`src/rtl/mem_access_pkg.sv`:
```
// rtl/mem_access_pkg.sv - shared constants and types for the RV32 load/store stage
package mem_access_pkg;

    localparam logic [2:0] FUNCT3_B  = 3'b000;
    localparam logic [2:0] FUNCT3_H  = 3'b001;
    localparam logic [2:0] FUNCT3_W  = 3'b010;
    localparam logic [2:0] FUNCT3_BU = 3'b100;
    localparam logic [2:0] FUNCT3_HU = 3'b101;

    localparam logic [1:0] FAULT_NONE       = 2'd0;
    localparam logic [1:0] FAULT_MISALIGNED = 2'd1;
    localparam logic [1:0] FAULT_TIMEOUT    = 2'd2;
    localparam logic [1:0] FAULT_ILLEGAL    = 2'd3;

    typedef enum logic {
        S_IDLE,
        S_BUS
    } state_t;

endpackage

```
`src/rtl/mem_align_unit.sv`:
```
// rtl/mem_align_unit.sv - store lane steering, load extraction/extension and access legality checks
module mem_align_unit
    import mem_access_pkg::*;
(
    input  logic [2:0]  funct3,
    input  logic [1:0]  lane,
    input  logic        is_read,
    input  logic        is_write,
    input  logic [31:0] store_data,
    input  logic [31:0] load_data,
    output logic [31:0] wdata,
    output logic [3:0]  wstrb,
    output logic [31:0] load_ext,
    output logic        misaligned,
    output logic        illegal
);

    logic [31:0] shifted;

    // Replicate store data across lanes so the slave can pick any byte/half; strobes select the lane.
    always_comb begin
        wdata = store_data;
        wstrb = 4'b1111;
        case (funct3[1:0])
            2'b00: begin
                wdata = {4{store_data[7:0]}};
                wstrb = 4'b0001 << lane;
            end
            2'b01: begin
                wdata = {2{store_data[15:0]}};
                wstrb = 4'b0011 << lane;
            end
            default: wstrb = 4'b1111;
        endcase
        if (!is_write) begin
            wstrb = 4'b0000;
        end
    end

    assign shifted = load_data >> {lane, 3'b000};

    // Bring the addressed byte/half down to bit 0 and sign- or zero-extend it.
    always_comb begin
        load_ext = shifted;
        case (funct3)
            FUNCT3_B:  load_ext = {{24{shifted[7]}}, shifted[7:0]};
            FUNCT3_H:  load_ext = {{16{shifted[15]}}, shifted[15:0]};
            FUNCT3_BU: load_ext = {24'h000000, shifted[7:0]};
            FUNCT3_HU: load_ext = {16'h0000, shifted[15:0]};
            default:   load_ext = shifted;
        endcase
    end

    // Unsigned widths have no store form, and 011/11x are not RV32 load/store encodings.
    always_comb begin
        illegal    = (is_read & is_write) | (funct3 == 3'b011) | (funct3[2:1] == 2'b11)
                   | (is_write & funct3[2]);
        misaligned = ((funct3[1:0] == 2'b01) & lane[0])
                   | ((funct3[1:0] == 2'b10) & (lane != 2'b00));
    end

endmodule

```
`src/rtl/memory_access.sv`:
```
// rtl/memory_access.sv - RV32 load/store stage: one bus transaction per memory op with stall and faults
module memory_access
    import mem_access_pkg::*;
#(
    parameter int XLEN        = 32,
    parameter int BUS_TIMEOUT = 16
) (
    input  logic            clk,
    input  logic            rst,
    input  logic            ex_valid,
    input  logic            memory_read_enable,
    input  logic            memory_write_enable,
    input  logic [2:0]      funct3,
    input  logic [XLEN-1:0] alu_result,
    input  logic [XLEN-1:0] reg2_data,
    output logic            bus_req,
    output logic            bus_we,
    output logic [XLEN-1:0] bus_addr,
    output logic [XLEN-1:0] bus_wdata,
    output logic [3:0]      bus_wstrb,
    input  logic [XLEN-1:0] bus_rdata,
    input  logic            bus_ack,
    output logic            mem_stall,
    output logic [XLEN-1:0] memory_read_data,
    output logic            mem_done,
    output logic            mem_fault,
    output logic [1:0]      fault_cause
);

    localparam int CW = $clog2(BUS_TIMEOUT);

    state_t          state;
    logic [2:0]      lat_funct3;
    logic [1:0]      lat_lane;
    logic [CW-1:0]   wait_cnt;

    logic [2:0]      sel_funct3;
    logic [1:0]      sel_lane;
    logic            sel_read;
    logic            sel_write;
    logic [XLEN-1:0] al_wdata;
    logic [3:0]      al_wstrb;
    logic [XLEN-1:0] al_load;
    logic            al_misaligned;
    logic            al_illegal;
    logic            accept;
    logic            accept_ok;

    // One align unit serves both phases: live instruction fields in IDLE, latched ones during BUS.
    always_comb begin
        sel_funct3 = (state == S_BUS) ? lat_funct3 : funct3;
        sel_lane   = (state == S_BUS) ? lat_lane : alu_result[1:0];
        sel_read   = (state == S_BUS) ? ~bus_we : memory_read_enable;
        sel_write  = (state == S_BUS) ? bus_we : memory_write_enable;
    end

    mem_align_unit u_align (
        .funct3     (sel_funct3),
        .lane       (sel_lane),
        .is_read    (sel_read),
        .is_write   (sel_write),
        .store_data (reg2_data),
        .load_data  (bus_rdata),
        .wdata      (al_wdata),
        .wstrb      (al_wstrb),
        .load_ext   (al_load),
        .misaligned (al_misaligned),
        .illegal    (al_illegal)
    );

    assign accept    = (state == S_IDLE) & ex_valid & (memory_read_enable | memory_write_enable);
    assign accept_ok = accept & ~al_illegal & ~al_misaligned;
    assign mem_stall = ~rst & (accept_ok | (state == S_BUS));

    // Transaction FSM: accept/check in IDLE, hold the request in BUS until ack or timeout.
    always_ff @(posedge clk or posedge rst) begin
        if (rst) begin
            state            <= S_IDLE;
            lat_funct3       <= 3'b000;
            lat_lane         <= 2'b00;
            wait_cnt         <= '0;
            bus_req          <= 1'b0;
            bus_we           <= 1'b0;
            bus_addr         <= '0;
            bus_wdata        <= '0;
            bus_wstrb        <= 4'b0000;
            memory_read_data <= '0;
            mem_done         <= 1'b0;
            mem_fault        <= 1'b0;
            fault_cause      <= FAULT_NONE;
        end else begin
            mem_done    <= 1'b0;
            mem_fault   <= 1'b0;
            fault_cause <= FAULT_NONE;
            case (state)
                S_IDLE: begin
                    if (accept) begin
                        if (al_illegal) begin
                            mem_fault   <= 1'b1;
                            fault_cause <= FAULT_ILLEGAL;
                        end else if (al_misaligned) begin
                            mem_fault   <= 1'b1;
                            fault_cause <= FAULT_MISALIGNED;
                        end else begin
                            state      <= S_BUS;
                            lat_funct3 <= funct3;
                            lat_lane   <= alu_result[1:0];
                            wait_cnt   <= '0;
                            bus_req    <= 1'b1;
                            bus_we     <= memory_write_enable;
                            bus_addr   <= {alu_result[XLEN-1:2], 2'b00};
                            bus_wdata  <= al_wdata;
                            bus_wstrb  <= al_wstrb;
                        end
                    end
                end
                S_BUS: begin
                    if (bus_ack) begin
                        if (!bus_we) begin
                            memory_read_data <= al_load;
                        end
                        mem_done  <= 1'b1;
                        bus_req   <= 1'b0;
                        bus_we    <= 1'b0;
                        bus_wstrb <= 4'b0000;
                        state     <= S_IDLE;
                    end else if (wait_cnt == CW'(BUS_TIMEOUT - 1)) begin
                        mem_fault   <= 1'b1;
                        fault_cause <= FAULT_TIMEOUT;
                        bus_req     <= 1'b0;
                        bus_we      <= 1'b0;
                        bus_wstrb   <= 4'b0000;
                        state       <= S_IDLE;
                    end else begin
                        wait_cnt <= wait_cnt + 1'b1;
                    end
                end
                default: state <= S_IDLE;
            endcase
        end
    end

endmodule

```
`config.mk`:
```
export PLATFORM = sky130hd
export DESIGN_NAME = memory_access
export DESIGN_NICKNAME = d
export VERILOG_FILES = /design/src/rtl/mem_access_pkg.sv /design/src/rtl/mem_align_unit.sv /design/src/rtl/memory_access.sv
export SDC_FILE = /design/constraint.sdc
export NUM_CORES = 1
export LEC_CHECK = 0
export ABC_AREA = 1
export ABC_CLOCK_PERIOD_IN_PS = 4600
export BUFFER_PORTS_ARGS = -buffer_cell sky130_fd_sc_hd__buf_2
export CORE_MARGIN = 2
export CORE_UTILIZATION = 35
export CTS_CLUSTER_DIAMETER = 80
export CTS_CLUSTER_SIZE = 8
export DETAILED_ROUTE_END_ITERATION = 10
export GPL_TIMING_DRIVEN = 0
export PLACE_DENSITY = 0.65
export SLEW_MARGIN = 20
export SYNTH_ARGS = -nofsm -noshare
export SYNTH_HDL_FRONTEND = slang
export SYNTH_HIERARCHICAL = 1
export SYNTH_SLANG_ARGS = --single-unit
```
`constraint.sdc`:
```
create_clock -name clk -period 4.6 [get_ports clk]
set_input_delay 0.23 -clock clk [delete_from_list [all_inputs] [get_ports clk]]
set_output_delay 0.23 -clock clk [all_outputs]
set_load 0.1 [all_outputs]
```
==> insert_results.sql <==
INSERT INTO impl_metrics (metric_group, metric, value, unit) VALUES
('clocking', 'postCtsSetupBuffers', '0', ''),
('cells_and_area', 'multiInputGateArea', '0.00254', 'sq mm'),
('cells_and_area', 'post_route_cells_drive_above_1_share', '29.7', '%'),
('critical_path', 'timing.critical_path.max_delay_family', 'buffers and inverters', ''),
('drt', 'number_of_drc_markers_in_iteration_0', '386', ''),
('yosys', 'synth_seq_area_share', '48.7', '%'),
('critical_path', 'worst_path_max_delay_cell', 'sky130_fd_sc_hd__dfrtp_1', ''),
('clocking', 'cts_buffers', '17', ''),
('yosys', 'count_of_different_cell_masters_after_synthesis', '29', ''),
('grt', 'grtUsageTotal', '21.4', '%'),
('sta', 'layout_worst_path_cycle_share', '87.1', '%'),
('clocking', 'clkTransAtPathRegs', '0.06', 'ns'),
('critical_path', 'timing.critical_path.to_type', 'output port', ''),
('cells_and_area', 'num-nets-final', '1122', ''),
('drt', 'post_detailed_route_drc_marker_count', '0', ''),
('placed_design', 'globalplace.congestion', '0.894', ''),
('drt', 'wl_met2', '9010', 'um'),
('sta', 'setup_violation_total_in_the_final_timing_report', '0', ''),
('sta', 'max_freq', '250', 'MHz'),
('cells_and_area', 'area_delta_synth_final', '33.3', '%'),
('die', 'num_rows', '47', ''),
('drt', 'routed-wl-met3', '1270', 'um'),
('die', 'initial_core_util', '35.6', '%'),
('hold_path', 'hold_class', 'in -> reg', ''),
('sta', 'final.setup_skew', '0.0102', 'ns'),
('hold_path', 'hold_path_startpoint', 'alu_result[10]', ''),
('die', 'floorplan.die.height', '133', 'um'),
('cells_and_area', 'n_antenna_cell', '0', ''),
('drt', 'detailedRoute.firstPassIterationCount', '5', ''),
('critical_path', 'crit_chain', 'clkbuf_1, o21ai_0, inv_2, clkbuf_1, o22ai_1, nor2_2, nand3_2, buf_2, a21oi_1, buf_2', ''),
('cells_and_area', 'final_util', '47.4', '%'),
('yosys', 'number_of_synthesized_register_bits', '114', ''),
('critical_path', 'rrSetupSlack', '1.45', 'ns'),
('critical_path', 'timing.critical_path.required', '4.37', 'ns'),
('cells_and_area', 'fillers', '1714', ''),
('die', 'dieWidth', '133', 'um'),
('clocking', 'numClockSinks', '114', ''),
('grt', 'antenna_violations_before_repair', '0', ''),
('hold_path', 'min_delay_path_depth', '3', ''),
('grt', 'global_route_wire_length_before_repair', '29600', 'um'),
('critical_path', 'arrival', '3.78', 'ns'),
('drt', 'sum_of_routed_wire_length_over_all_layers', '18800', 'um'),
('sta', 'maxSlewViolCount', '0', ''),
('cells_and_area', 'commonest_cells_after_routing_fill_and_taps_aside', 'sky130_fd_sc_hd__nand2_1, sky130_fd_sc_hd__buf_2, sky130_fd_sc_hd__nand3_1, sky130_fd_sc_hd__dfrtp_1, sky130_fd_sc_hd__o21ai_0', ''),
('yosys', 'syn-instance-count', '785', ''),
('critical_path', 'path_buf_inv', '5', ''),
('job', 'cap_violations', '0', ''),
('placed_design', 'dpl.hpwl', '14100', 'um'),
('yosys', 'synth_area', '0.00586', 'sq mm'),
('critical_path', 'critical_path.reg2reg.endpoint', 'bus_addr[23]', ''),
('critical_path', 'critical_path.reg2reg.startpoint', 'state', ''),
('critical_path', 'crit_path_category', 'reg -> out', ''),
('critical_path', 'kind_of_launch_point_of_the_worst_setup_path', 'register', ''),
('yosys', 'synthesis.area_per_instance', '7.46', 'sq um'),
('drt', 'maxUsedRoutingLayer', 'met4', ''),
('clocking', 'clock_insertion_delay_worst_skew', '0.42', 'ns'),
('cells_and_area', 'layout_commonest_cell', 'sky130_fd_sc_hd__nand2_1', ''),
('grt', 'grt_start_max_net_pins', '63', ''),
('clocking', 'max_root_sink_buffers', '2', ''),
('outcome', 'result_of_the_run', 'complete, no violations', ''),
('drt', 'routedLengthMet1', '8130', 'um'),
('clocking', 'ctsHtreeMaxLevel', '4', ''),
('sta', 'min_period', '4.01', 'ns'),
('sta', 'slew_headroom', '48.3', '%'),
('yosys', 'warning_count_from_the_yosys_run', '6', ''),
('drt', 'via_count', '5948', ''),
('clocking', 'clock_tree.root_cell', 'sky130_fd_sc_hd__clkbuf_16', ''),
('placed_design', 'io_buffers', '209', ''),
('sta', 'grt_setup_unrepaired', 'false', ''),
('grt', 'grt_pass1_vias', '5655', ''),
('hold_path', 'min_to', 'bus_addr[10]', '');
==> synthesized netlist by cell type, drive strengths merged <==
cell type  instances  area [sq um]
xor2               1          8.76
o21ai             29           145
o21a               1          7.51
ha                 1          12.5
clkinv             1          3.75
clkbuf            15          56.3
nand3            147           763
a21oi             18          90.1
and2               1          6.26
o22ai              1          6.26
o211ai             6          45.0
conb               1          3.75
nor2              24           113
nand2            351          1330
buf               45           302
dfrtp            114          2850
inv               28           108
nand4              1          6.26
==> through the flow <==
step / setup slack, ns / cell area (sq um) / cells / hold WS [ns] / setup TNS (ns)
after global routing: 0.205 / 7810 / 1249 / 0.0312 / 0
after global placement: -0.0880 / 7180 / 1215 / 0.451 / -9.12
final: 0.593 / 7810 / 1249 / 0.0261 / 0
after detailed placement: 0.983 / 7220 / 1216 / 0.321 / 0
after floorplan: 0.837 / 5860 / 786 / 0.368 / 0
after CTS: 0.513 / 7810 / 1249 / 0.0126 / 0
==> registers in the layout (all words and copies together), names as in the netlist, 2 cells and up <==
register and count:
lat_lane 2, wait_cnt 4, lat_funct3 3, memory_read_data 32, fault_cause 2, bus_addr 30
bus_wstrb 4, bus_wdata 32
==> layout make-up <==
cell class | instances | share of cell area [%]
inverters | 29 | 1.49
repair buffers | 211 | 13.9
flip-flops and latches | 114 | 36.5
clock inverters | 15 | 2.05
well taps | 220 | 3.52
multi-input cells | 583 | 32.5
clock buffers | 17 | 5.45
plain buffers | 60 | 4.58
==> kinds of logic after synthesis <==
group / after synthesis / synth area share, %
and+or+nand+nor: 524 / 37.9
other: 1 / 0.0640
adders and majority gates: 1 / 0.214
AOI/OAI and AO/OA: 55 / 5.02
DFF: 114 / 48.7
buffers and inverters: 89 / 8.01
xor gates and xnor gates: 1 / 0.150
==> timing repair <==
item,4_1_cts,5_1_grt
hold buffers,1,0
endpoints found under the hold margin,52,0
resized for setup,0,0
==> routing by layer <==
metal,vias to the layer above,GRT usage (%)
li1,2974,-
met1,2728,27.6
met2,218,34.8
met3,28,5.86
met4,0,7.39
met5,-,0
==> worst max path at each step <==
stage | start | endpoint
2_1_floorplan | state | mem_stall
3_3_place_gp | rst | memory_read_data[26]
3_5_place_dp | state | mem_stall
4_1_cts | state | mem_stall
5_1_grt | state | mem_stall
6_report | state | mem_stall
==> worst min-delay path, delay by kind of cell <==
kind / cells / cell delay, ns
and+or+nand+nor: 2 / 0.11
buffers and inverters: 1 / 0.07
Power is not shown: default switching activity piles up to over one toggle a cycle in this logic, so the estimate is an artifact.
